===== config.mk =====
export PLATFORM = sky130hd
export DESIGN_NAME = activation_skew_feeder_flat
export DESIGN_NICKNAME = d
export VERILOG_FILES = /design/src/rtl/activation_skew_feeder_pkg.sv /design/src/rtl/activation_skew_feeder_if.sv /design/src/rtl/activation_skew_feeder_skew_shift.sv /design/src/rtl/activation_skew_feeder.sv /design/src/flat_wrapper.sv
export SDC_FILE = /design/constraint.sdc
export NUM_CORES = 1
export LEC_CHECK = 0
export CORE_MARGIN = 2
export CORE_UTILIZATION = 40
export CTS_CLUSTER_DIAMETER = 200
export DETAILED_ROUTE_END_ITERATION = 8
export PLACE_DENSITY = 0.68
export SLEW_MARGIN = 20
export SYNTH_ARGS = -nofsm -noshare
export SYNTH_HDL_FRONTEND = slang
export SYNTH_SLANG_ARGS = --single-unit
export TNS_END_PERCENT = 30

===== constraint.sdc =====
create_clock -name clk -period 3.8 [get_ports clk]
set_input_delay 0.76 -clock clk [delete_from_list [all_inputs] [get_ports clk]]
set_output_delay 0.76 -clock clk [all_outputs]
set_load 0.02 [all_outputs]

===== src/rtl/activation_skew_feeder_pkg.sv =====
// Shared types and helpers for the activation skew feeder.
package act_feed_pkg;

    typedef enum logic [1:0] {
        IDLE   = 2'd0,
        STREAM = 2'd1,
        DRAIN  = 2'd2,
        DONE   = 2'd3
    } state_t;

    // One extra bit keeps the counter legal (at least 1 bit wide) when rows is 1.
    function automatic int drain_cnt_width(input int rows);
        return $clog2(rows) + 1;
    endfunction

    function automatic logic [31:0] sat_inc32(input logic [31:0] value);
        return (&value) ? value : value + 32'd1;
    endfunction

endpackage


===== src/rtl/activation_skew_feeder_if.sv =====
// Upstream valid/ready stream carrying one ROWS-wide activation vector per beat.
interface activation_skew_feeder_if #(
    parameter int DATA_WIDTH = 16,
    parameter int ROWS       = 4
);

    logic                       s_valid_i;
    logic                       s_ready_o;
    logic [ROWS*DATA_WIDTH-1:0] s_data_i;
    logic                       s_last_i;

    modport master (
        output s_valid_i,
        output s_data_i,
        output s_last_i,
        input  s_ready_o
    );

    modport slave (
        input  s_valid_i,
        input  s_data_i,
        input  s_last_i,
        output s_ready_o
    );

endinterface


===== src/rtl/activation_skew_feeder_skew_shift.sv =====
// DELAY-deep register chain with synchronous active-high reset; DELAY=0 is a plain wire.
module skew_shift #(
    parameter int WIDTH = 18,
    parameter int DELAY = 1
) (
    input  logic             clk,
    input  logic             rst,
    input  logic [WIDTH-1:0] d,
    output logic [WIDTH-1:0] q
);

    generate
        if (DELAY == 0) begin : g_wire
            logic unused_clk_rst;
            assign unused_clk_rst = ^{clk, rst};
            assign q = d;
        end else begin : g_chain
            logic [WIDTH-1:0] stage [DELAY];

            always_ff @(posedge clk) begin
                if (rst) begin
                    for (int i = 0; i < DELAY; i++) begin
                        stage[i] <= '0;
                    end
                end else begin
                    stage[0] <= d;
                    for (int i = 1; i < DELAY; i++) begin
                        stage[i] <= stage[i-1];
                    end
                end
            end

            assign q = stage[DELAY-1];
        end
    endgenerate

endmodule


===== src/rtl/activation_skew_feeder.sv =====
// West-edge feeder: registers each accepted beat, then skews row r by r extra cycles.
// Build with ACT_FEED_PERF_EN defined to add per-tile beat/bubble counters.
module activation_skew_feeder
    import act_feed_pkg::*;
#(
    parameter int DATA_WIDTH = 16,
    parameter int ROWS       = 4
) (
    input  logic                       clk,
    input  logic                       rst,
    activation_skew_feeder_if.slave    s,
    output logic [ROWS*DATA_WIDTH-1:0] act_o,
    output logic [ROWS-1:0]            act_en_o,
    output logic [ROWS-1:0]            end_o,
    output logic                       busy_o,
    output logic                       done_o
`ifdef ACT_FEED_PERF_EN
    ,
    output logic [31:0]                beat_cnt_o,
    output logic [31:0]                bubble_cnt_o
`endif
);

    localparam int               CNT_W      = drain_cnt_width(ROWS);
    localparam logic [CNT_W-1:0] DRAIN_LOAD = CNT_W'(ROWS - 1);

    state_t                    state;
    state_t                    state_next;
    logic [CNT_W-1:0]          drain_cnt;
    logic [CNT_W-1:0]          drain_cnt_next;
    logic                      accept;

    logic [ROWS*DATA_WIDTH-1:0] stage_data;
    logic                       stage_en;
    logic                       stage_end;

    assign accept = s.s_valid_i && s.s_ready_o;

    always_ff @(posedge clk) begin
        if (rst) begin
            state     <= IDLE;
            drain_cnt <= '0;
        end else begin
            state     <= state_next;
            drain_cnt <= drain_cnt_next;
        end
    end

    // DRAIN spans ROWS cycles so DONE lands one cycle after the deepest row shows END.
    always_comb begin
        state_next     = state;
        drain_cnt_next = drain_cnt;
        case (state)
            IDLE: begin
                if (accept) begin
                    if (s.s_last_i) begin
                        state_next     = DRAIN;
                        drain_cnt_next = DRAIN_LOAD;
                    end else begin
                        state_next = STREAM;
                    end
                end
            end
            STREAM: begin
                if (accept && s.s_last_i) begin
                    state_next     = DRAIN;
                    drain_cnt_next = DRAIN_LOAD;
                end
            end
            DRAIN: begin
                if (drain_cnt == '0) begin
                    state_next = DONE;
                end else begin
                    drain_cnt_next = drain_cnt - CNT_W'(1);
                end
            end
            DONE: begin
                state_next = IDLE;
            end
            default: begin
                state_next = IDLE;
            end
        endcase
    end

    always_comb begin
        s.s_ready_o = !rst && ((state == IDLE) || (state == STREAM));
        busy_o      = (state != IDLE);
        done_o      = (state == DONE);
    end

    // Non-accepted cycles load a zero bubble so enables never outrun real data.
    always_ff @(posedge clk) begin
        if (rst) begin
            stage_data <= '0;
            stage_en   <= 1'b0;
            stage_end  <= 1'b0;
        end else begin
            stage_data <= accept ? s.s_data_i : '0;
            stage_en   <= accept;
            stage_end  <= accept && s.s_last_i;
        end
    end

    generate
        for (genvar r = 0; r < ROWS; r++) begin : g_row
            logic [DATA_WIDTH+1:0] row_q;

            skew_shift #(
                .WIDTH (DATA_WIDTH + 2),
                .DELAY (r)
            ) u_skew (
                .clk (clk),
                .rst (rst),
                .d   ({stage_end, stage_en, stage_data[r*DATA_WIDTH +: DATA_WIDTH]}),
                .q   (row_q)
            );

            assign act_o[r*DATA_WIDTH +: DATA_WIDTH] = row_q[DATA_WIDTH-1:0];
            assign act_en_o[r]                       = row_q[DATA_WIDTH];
            assign end_o[r]                          = row_q[DATA_WIDTH+1];
        end
    endgenerate

`ifdef ACT_FEED_PERF_EN
    logic tile_start;

    assign tile_start = (state == IDLE) && accept;

    // The starting beat counts itself; counters then hold through DONE until the next tile.
    always_ff @(posedge clk) begin
        if (rst) begin
            beat_cnt_o   <= '0;
            bubble_cnt_o <= '0;
        end else if (tile_start) begin
            beat_cnt_o   <= 32'd1;
            bubble_cnt_o <= '0;
        end else if (state == STREAM) begin
            if (accept) begin
                beat_cnt_o <= sat_inc32(beat_cnt_o);
            end else begin
                bubble_cnt_o <= sat_inc32(bubble_cnt_o);
            end
        end
    end
`endif

endmodule


===== src/flat_wrapper.sv =====
// flat-port wrapper written by rule: the top's interface ports become plain ports
module activation_skew_feeder_flat import act_feed_pkg::*;
#(
    parameter int DATA_WIDTH = 16,
    parameter int ROWS       = 4
)
  (clk, rst, act_o, act_en_o, end_o, busy_o, done_o, s_s_valid_i, s_s_data_i, s_s_last_i, s_s_ready_o);
  activation_skew_feeder_if #(.DATA_WIDTH(DATA_WIDTH), .ROWS(ROWS)) s_i ();
  input  logic clk;
  input  logic rst;
  output logic [ROWS*DATA_WIDTH-1:0] act_o;
  output logic [ROWS-1:0] act_en_o;
  output logic [ROWS-1:0] end_o;
  output logic busy_o;
  output logic done_o;
  input wire logic [$bits(s_i.s_valid_i)-1:0] s_s_valid_i;
  input wire logic [$bits(s_i.s_data_i)-1:0] s_s_data_i;
  input wire logic [$bits(s_i.s_last_i)-1:0] s_s_last_i;
  output wire logic [$bits(s_i.s_ready_o)-1:0] s_s_ready_o;
  assign s_i.s_valid_i = s_s_valid_i;
  assign s_i.s_data_i = s_s_data_i;
  assign s_i.s_last_i = s_s_last_i;
  assign s_s_ready_o = s_i.s_ready_o;
  activation_skew_feeder #(.DATA_WIDTH(DATA_WIDTH), .ROWS(ROWS)) u_core (.clk(clk), .rst(rst), .s(s_i), .act_o(act_o), .act_en_o(act_en_o), .end_o(end_o), .busy_o(busy_o), .done_o(done_o));
endmodule

# After elaboration in Yosys (flattened, before gate mapping)
# Memories as Yosys holds them, arrays and structs flattened.
# Cells that the tools add are included.
# word_totals
regBits	71
latchBits	0
ramBits	108
romBits	0
in_bits	68
out_inout_bits	75
word_cells	56
n_memories	3
# memory_table
memory	depth	word_bits	read_ports	rd_ports_with_merged_regs	write_ports	line_no	source
u_core.g_row[3].u_skew.g_chain.stage	3	18	3	0	3	activation_skew_feeder_skew_shift.sv:18	logic [WIDTH-1:0] stage [DELAY];
u_core.g_row[2].u_skew.g_chain.stage	2	18	2	0	2	activation_skew_feeder_skew_shift.sv:18	
u_core.g_row[1].u_skew.g_chain.stage	1	18	1	0	1	activation_skew_feeder_skew_shift.sv:18	
# op_classes
n_addsub	1
multipliers	0
n_div	0
magnitude_cmp	0
eq_ne	8
n_shift	0
muxes	20
n_bitwise	6
reduce_logical	13
# op_table
cell	n
$mux W18	6
$reduce_or A18 Y1	1
$mux W3	4
$pmux W3 S3	1
$mux W2	4
$pmux W2 S4	1
$ne A2 B2 Y1 const B	3
$or A1 B1 Y1	5
$reduce_and A5 Y1	1
$eq A2 B2 Y1 const B	2
$mux W1	4
$ne A2 B1 Y1 const B	2
$logic_and A1 B1 Y1	3
$logic_not A3 Y1	1
$reduce_and A3 Y1	1
$reduce_bool A3 Y1	1
$sub A3 B1 Y3 const B	1
$eq A2 B1 Y1 const B	1
$logic_not A2 Y1	1
$reduce_bool A2 Y1	1
$reduce_or A2 Y1	1
$logic_not A1 Y1	1
$logic_or A1 B1 Y1	1
$not A1 Y1	1

# Logic depth before layout (Yosys ltp)
# depth
ltp_word	7
depth_mapped	7

# Modules after synthesis
# Synthesis repeated with hierarchy kept, for this count alone.
# unflattened
hier_cells	469
area_unflattened_um2	5524.0
# by_module_without_submodules
module	instances	cells_each	area_each_um2	seq_area_each_um2
activation_skew_feeder	1	190	2190.9	1421.4
skew_shift at u_core.g_row[3].u_skew	1	131	1579.0	1081.0
skew_shift at u_core.g_row[2].u_skew	1	93	1129.8	720.7
skew_shift at u_core.g_row[1].u_skew	1	37	489.2	360.3
skew_shift at u_core.g_row[0].u_skew	1	18	135.1	0.0

# Worst setup path after synthesis
# OpenSTA, ideal clock, no wires.
# synth_timing
path_kind	in2out
start	in rst
end	out s_s_ready_o
arrival_ns	1.253
path_slack_ns	1.787
stages	2
n_path_buf	1
path_cell_list	clkbuf_1 nor2_1
# synth_between
elab_chain_cells	2
# synth_rtl
item	line_no	source
start: declaration	flat_wrapper.sv:10	input logic rst;
$logic_not A1 Y1	activation_skew_feeder.sv:87	s.s_ready_o = !rst && ((state == IDLE) || (state == STREAM));
$logic_and A1 B1 Y1	activation_skew_feeder.sv:87	
end: declaration	flat_wrapper.sv:19	output wire logic [$bits(s_i.s_ready_o)-1:0] s_s_ready_o;
# Every way passes these cells.

# Final worst setup path
# layout_timing
start	reg u_core.state[1]
end	out s_s_ready_o
# layout_between
elab_chain_cells	3
# layout_rtl
item	line_no	source
start: declaration	activation_skew_feeder.sv:27	state_t state;
start signal: assignment	activation_skew_feeder.sv:44	state <= state_next;
$eq A2 B1 Y1 or $logic_not A2 Y1 (tied branches)	activation_skew_feeder.sv:87	
$logic_or A1 B1 Y1 *	activation_skew_feeder.sv:87	
$logic_and A1 B1 Y1 *	activation_skew_feeder.sv:87	
# Mark *: on every way between the ends. The rest lies on a longest branch, timed or not.

==> summary.txt <==
========================================================================================
IO Pins ...................................................................          143
Most common library cells after synthesis ................................. 173 x sky130_fd_sc_hd__dfxtp_1, 102 x sky130_fd_sc_hd__nor2b_1, 64 x sky130_fd_sc_hd__and2_1
YS warnings ...............................................................            0
Slew @ Worst Pin ..........................................................     0.772 ns
Fillcell total ............................................................         1097
Endpoint of the worst hold-timing path .................................... u_core.g_row[3].u_skew.g_chain.stage[0][30]$_SDFF_PP0_
Slowest stage delay, CP ...................................................      0.55 ns
CP Max Fanout .............................................................            5
Startpoint types ..........................................................     register
Gate count after technology mapping .......................................          444
Violation count after the first detailed-route iteration ..................          105
Post-detailed-route wirelength per cell ...................................      11.4 um
Post-synth top area cell .................................................. sky130_fd_sc_hd__dfxtp_1
GRT met1 Usage ............................................................        12.6%
Inserted Clock Buffers ....................................................           17
Portion of the clock cycle consumed by the worst path in the final layout .        74.7%
Global routing's busiest layer ............................................         met2
Cells taking the most area after synthesis ................................ sky130_fd_sc_hd__dfxtp_1 67%, sky130_fd_sc_hd__nor2b_1 12%, sky130_fd_sc_hd__and2_1 7.7%
Area of the multi-input gates .............................................    1350 um^2
Number of standard-cell rows in the floorplan .............................           41
Hold Path Stages ..........................................................            1
Fraction of synthesized cell area taken by the top area cell type .........        66.6%
Pin count of the biggest net entering global routing ......................          113
Setup tns final ...........................................................         0 ns
Library cell appearing most often on the critical path .................... sky130_fd_sc_hd__nor2_1
Overall die height ........................................................       118 um
Area growth from synthesis to layout ......................................        34.9%
IR drop worst, VDD ........................................................     0.345 mV
Area of the mapped netlist ................................................    5200 um^2
Vias in the first global route ............................................         2937
Vias per cell .............................................................         4.08
Post-Route Skew ...........................................................   0.00747 ns
Buffer count from post-CTS setup fixing ...................................            0
Number of nets in the layout ..............................................          623
Drc violations ............................................................            0
Setup Crit Path Kind ......................................................      reg2out
Final period demand of the worst path .....................................      2.84 ns
Worst relative slew slack .................................................        48.5%
Fraction of final layout cells with drive strength greater than 1 .........        6.42%
Number of synthesized register bits .......................................          173
Global router's overall resource usage ....................................        12.7%
Synth Net Count ...........................................................          519
Signal arrival time at the worst endpoint .................................      2.08 ns
Count of endpoints failing hold in the final timing report ................            0
Gp weighted congestion ....................................................        0.707
Worst reg-to-reg path cell count ..........................................            6
Int Power .................................................................    0.00317 W
Required @ worst endpoint .................................................      3.04 ns
Detail Placement HPWL .....................................................      5700 um
Leak Pwr ..................................................................      2.78 nW
Die Wd ....................................................................       118 um
Count of input and output buffers .........................................          142
Fraction of power consumed by combinational cells .........................        15.3%
Core area .................................................................   12700 um^2
TritonCTS clock tree ......................................................        built
Sum of overflow across all layers after global routing ....................            0
RR Endpoint ............................................................... u_core.stage_data[25]$_SDFF_PP0_
Fin. max-slew vios ........................................................            0
Async SR Flop Fraction ....................................................           0%
Drt first pass iters ......................................................            4
Setup slack of the worst register-to-register path ........................      1.86 ns
M2 GR Usage ...............................................................        21.1%
Clock Latency Late Sink ...................................................      0.41 ns
Count of flip-flops with a built-in enable after synthesis ................            0
Number of H-tree levels ...................................................            4
Worst hold slack across all endpoints .....................................     0.431 ns
Critical path cell sequence ............................................... inv_1, ha_1, nor2_1, nor2_1, clkdlybuf4s50_1
Startpoint of the tightest hold check path ................................ u_core.g_row[3].u_skew.g_chain.stage[0][12]$_SDFF_PP0_
Root buffer cell .......................................................... sky130_fd_sc_hd__clkbuf_16
Total number of vias ......................................................         2990
Min-delay worst type ......................................................      reg2reg
Global routing usage on met3 ..............................................        6.98%
Total power per unit cell area ............................................  594 nW/um^2
Total setup violations reported at the end of the flow ....................            0
Achievable frequency ......................................................      352 MHz
Post-CTS Resized ..........................................................            0
CTS Buffer Depth ..........................................................            2
Crit path capture type ....................................................  output port
Unrepaired setup endpoints after global routing ...........................           no
Sequential fraction of the synthesis area .................................        66.6%
Commonest register cell after synthesis ................................... sky130_fd_sc_hd__dfxtp_1
Clock network fraction of design power ....................................        36.4%
Syn_area_per_cell .........................................................    11.7 um^2
Number of antenna violations at the first check in global routing .........            1
Max Cap Viol ..............................................................            0
Power dissipated by switching net loads ...................................    0.00101 W
Result of the run ......................................................... finished, final reports clean
Clk pin slew, worst setup/hold paths ......................................      0.06 ns
Share of total power in sequential cells ..................................        48.3%
First-pass GRT wire length ................................................     13600 um
Most instantiated library cell after synthesis ............................ sky130_fd_sc_hd__dfxtp_1
Post-Route WL .............................................................      8370 um
# hold bufs at CTS ........................................................            0
Synth cell types ..........................................................           23
Count of nets left with antenna violations after detail routing ...........            0
Diodes inserted ...........................................................            0
Number of clock sinks .....................................................          173
Floorplan die area ........................................................   13900 um^2
Area of all sequential standard cells .....................................    3460 um^2
Standard cell with the maximum stage delay on the critical path ........... sky130_fd_sc_hd__clkdlybuf4s50_1
Fraction of power spent switching nets ....................................        24.1%
Initial core utilization ..................................................        41.1%
Crit Reg-Reg Startpoint ................................................... u_core.state[1]$_SDFFE_PP0P_
========================================================================================
-- power groups by stage --
stage / Sequential (W) / Clock (W) / Combinational (W)
detailed placement: 0.00206 / 0 / 0.000643
floorplan: 0.00208 / 0 / 0.000363
global route: 0.00203 / 0.00163 / 0.000703
CTS: 0.00202 / 0.00156 / 0.000647
global placement: 0.00205 / 0 / 0.000617
finish: 0.00202 / 0.00152 / 0.000639
-- through the flow --
stage	total power [W]	cells	worst slack (ns)	utilization (%)	instance area, um^2
global placement	0.00267	701	1.29	51.2	6490
CTS	0.00423	733	0.956	55.4	7020
floorplan	0.00245	444	1.79	-	5200
global route	0.00437	733	0.790	55.4	7020
detailed placement	0.00270	701	1.22	51.2	6490
finish	0.00417	733	0.963	55.4	7020
-- layout by cell type, fill, tap and decap left out --
cell,count
sky130_fd_sc_hd__and3b_1,1
sky130_fd_sc_hd__mux2i_1,1
sky130_fd_sc_hd__and3_1,2
sky130_fd_sc_hd__clkdlybuf4s50_1,141
sky130_fd_sc_hd__nand3b_1,2
sky130_fd_sc_hd__nor2_1,5
sky130_fd_sc_hd__inv_1,8
sky130_fd_sc_hd__nor2_4,1
sky130_fd_sc_hd__nand2b_1,5
sky130_fd_sc_hd__nor3_1,1
sky130_fd_sc_hd__clkbuf_1,2
sky130_fd_sc_hd__and2_1,64
sky130_fd_sc_hd__nor4bb_1,1
sky130_fd_sc_hd__a21oi_1,2
sky130_fd_sc_hd__clkinvlp_4,3
sky130_fd_sc_hd__clkbuf_16,17
sky130_fd_sc_hd__dfxtp_1,173
sky130_fd_sc_hd__buf_6,1
sky130_fd_sc_hd__clkinv_4,2
sky130_fd_sc_hd__clkbuf_8,2
sky130_fd_sc_hd__a222oi_1,1
sky130_fd_sc_hd__buf_4,2
sky130_fd_sc_hd__ha_1,7
sky130_fd_sc_hd__a221oi_1,3
sky130_fd_sc_hd__o211ai_1,2
sky130_fd_sc_hd__or2_1,1
sky130_fd_sc_hd__mux2_2,2
sky130_fd_sc_hd__nor2b_1,102
sky130_fd_sc_hd__clkinv_2,6
sky130_fd_sc_hd__o22ai_1,1
-- metal layers --
metal	vias up	routed length (um)
li1	1525	-
met1	1336	3280
met2	114	4100
met3	13	851
met4	2	126
met5	-	13
-- flip-flops by register name, indices dropped and copies added, names as in the netlist --
register                           cells
u_core.g_row.u_skew.g_chain.stage    102
u_core.stage_data                     64
u_core.drain_cnt                       3
u_core.state                           2
u_core.stage_en                        1
u_core.stage_end                       1
-- layout make-up --
class                   instances  area share, %
clock buffers                  21           6.56
clock inverters                11          0.998
inverters                       8          0.428
multi-input cells             204           19.2
flip-flops and latches        173           49.3
well taps                     172           3.06
repair buffers                144           20.5
-- critical path: cells and delay by family, from the launching register on --
family                     cells  cell delay (ns)
buffers and inverters          2             0.65
adders and majority gates      1             0.21
DFF                            1             0.37
and+or+nand+nor                2             0.43
-- kinds of logic (layout without fill, tap and decap cells) --
kind of cell             count (synthesis)  count (layout)  share of synthesized area (%)
adder cells (fa/ha/maj)                  7               7                           1.68
buffers and inverters                   67             184                           7.74
multiplexers                             3               3                          0.625
AND/OR/NAND/NOR                        185             185                           22.1
flip-flops                             173             173                           66.6
AO/OA/AOI/OAI                            9               9                           1.30
-- worst max-delay path by stage --
stage	depth (start not counted)	end	from	slack, ns
2_1_floorplan	2	s_s_ready_o	rst	1.79
3_3_place_gp	5	u_core.stage_data[46]$_SDFF_PP0_	s_s_valid_i	1.29
3_5_place_dp	5	u_core.stage_data[25]$_SDFF_PP0_	s_s_valid_i	1.22
4_1_cts	5	s_s_ready_o	u_core.state[0]$_SDFFE_PP0P_	0.96
5_1_grt	5	s_s_ready_o	u_core.state[0]$_SDFFE_PP0P_	0.79
6_report	5	s_s_ready_o	u_core.state[1]$_SDFFE_PP0P_	0.96
(Power assumes the default switching activity.)
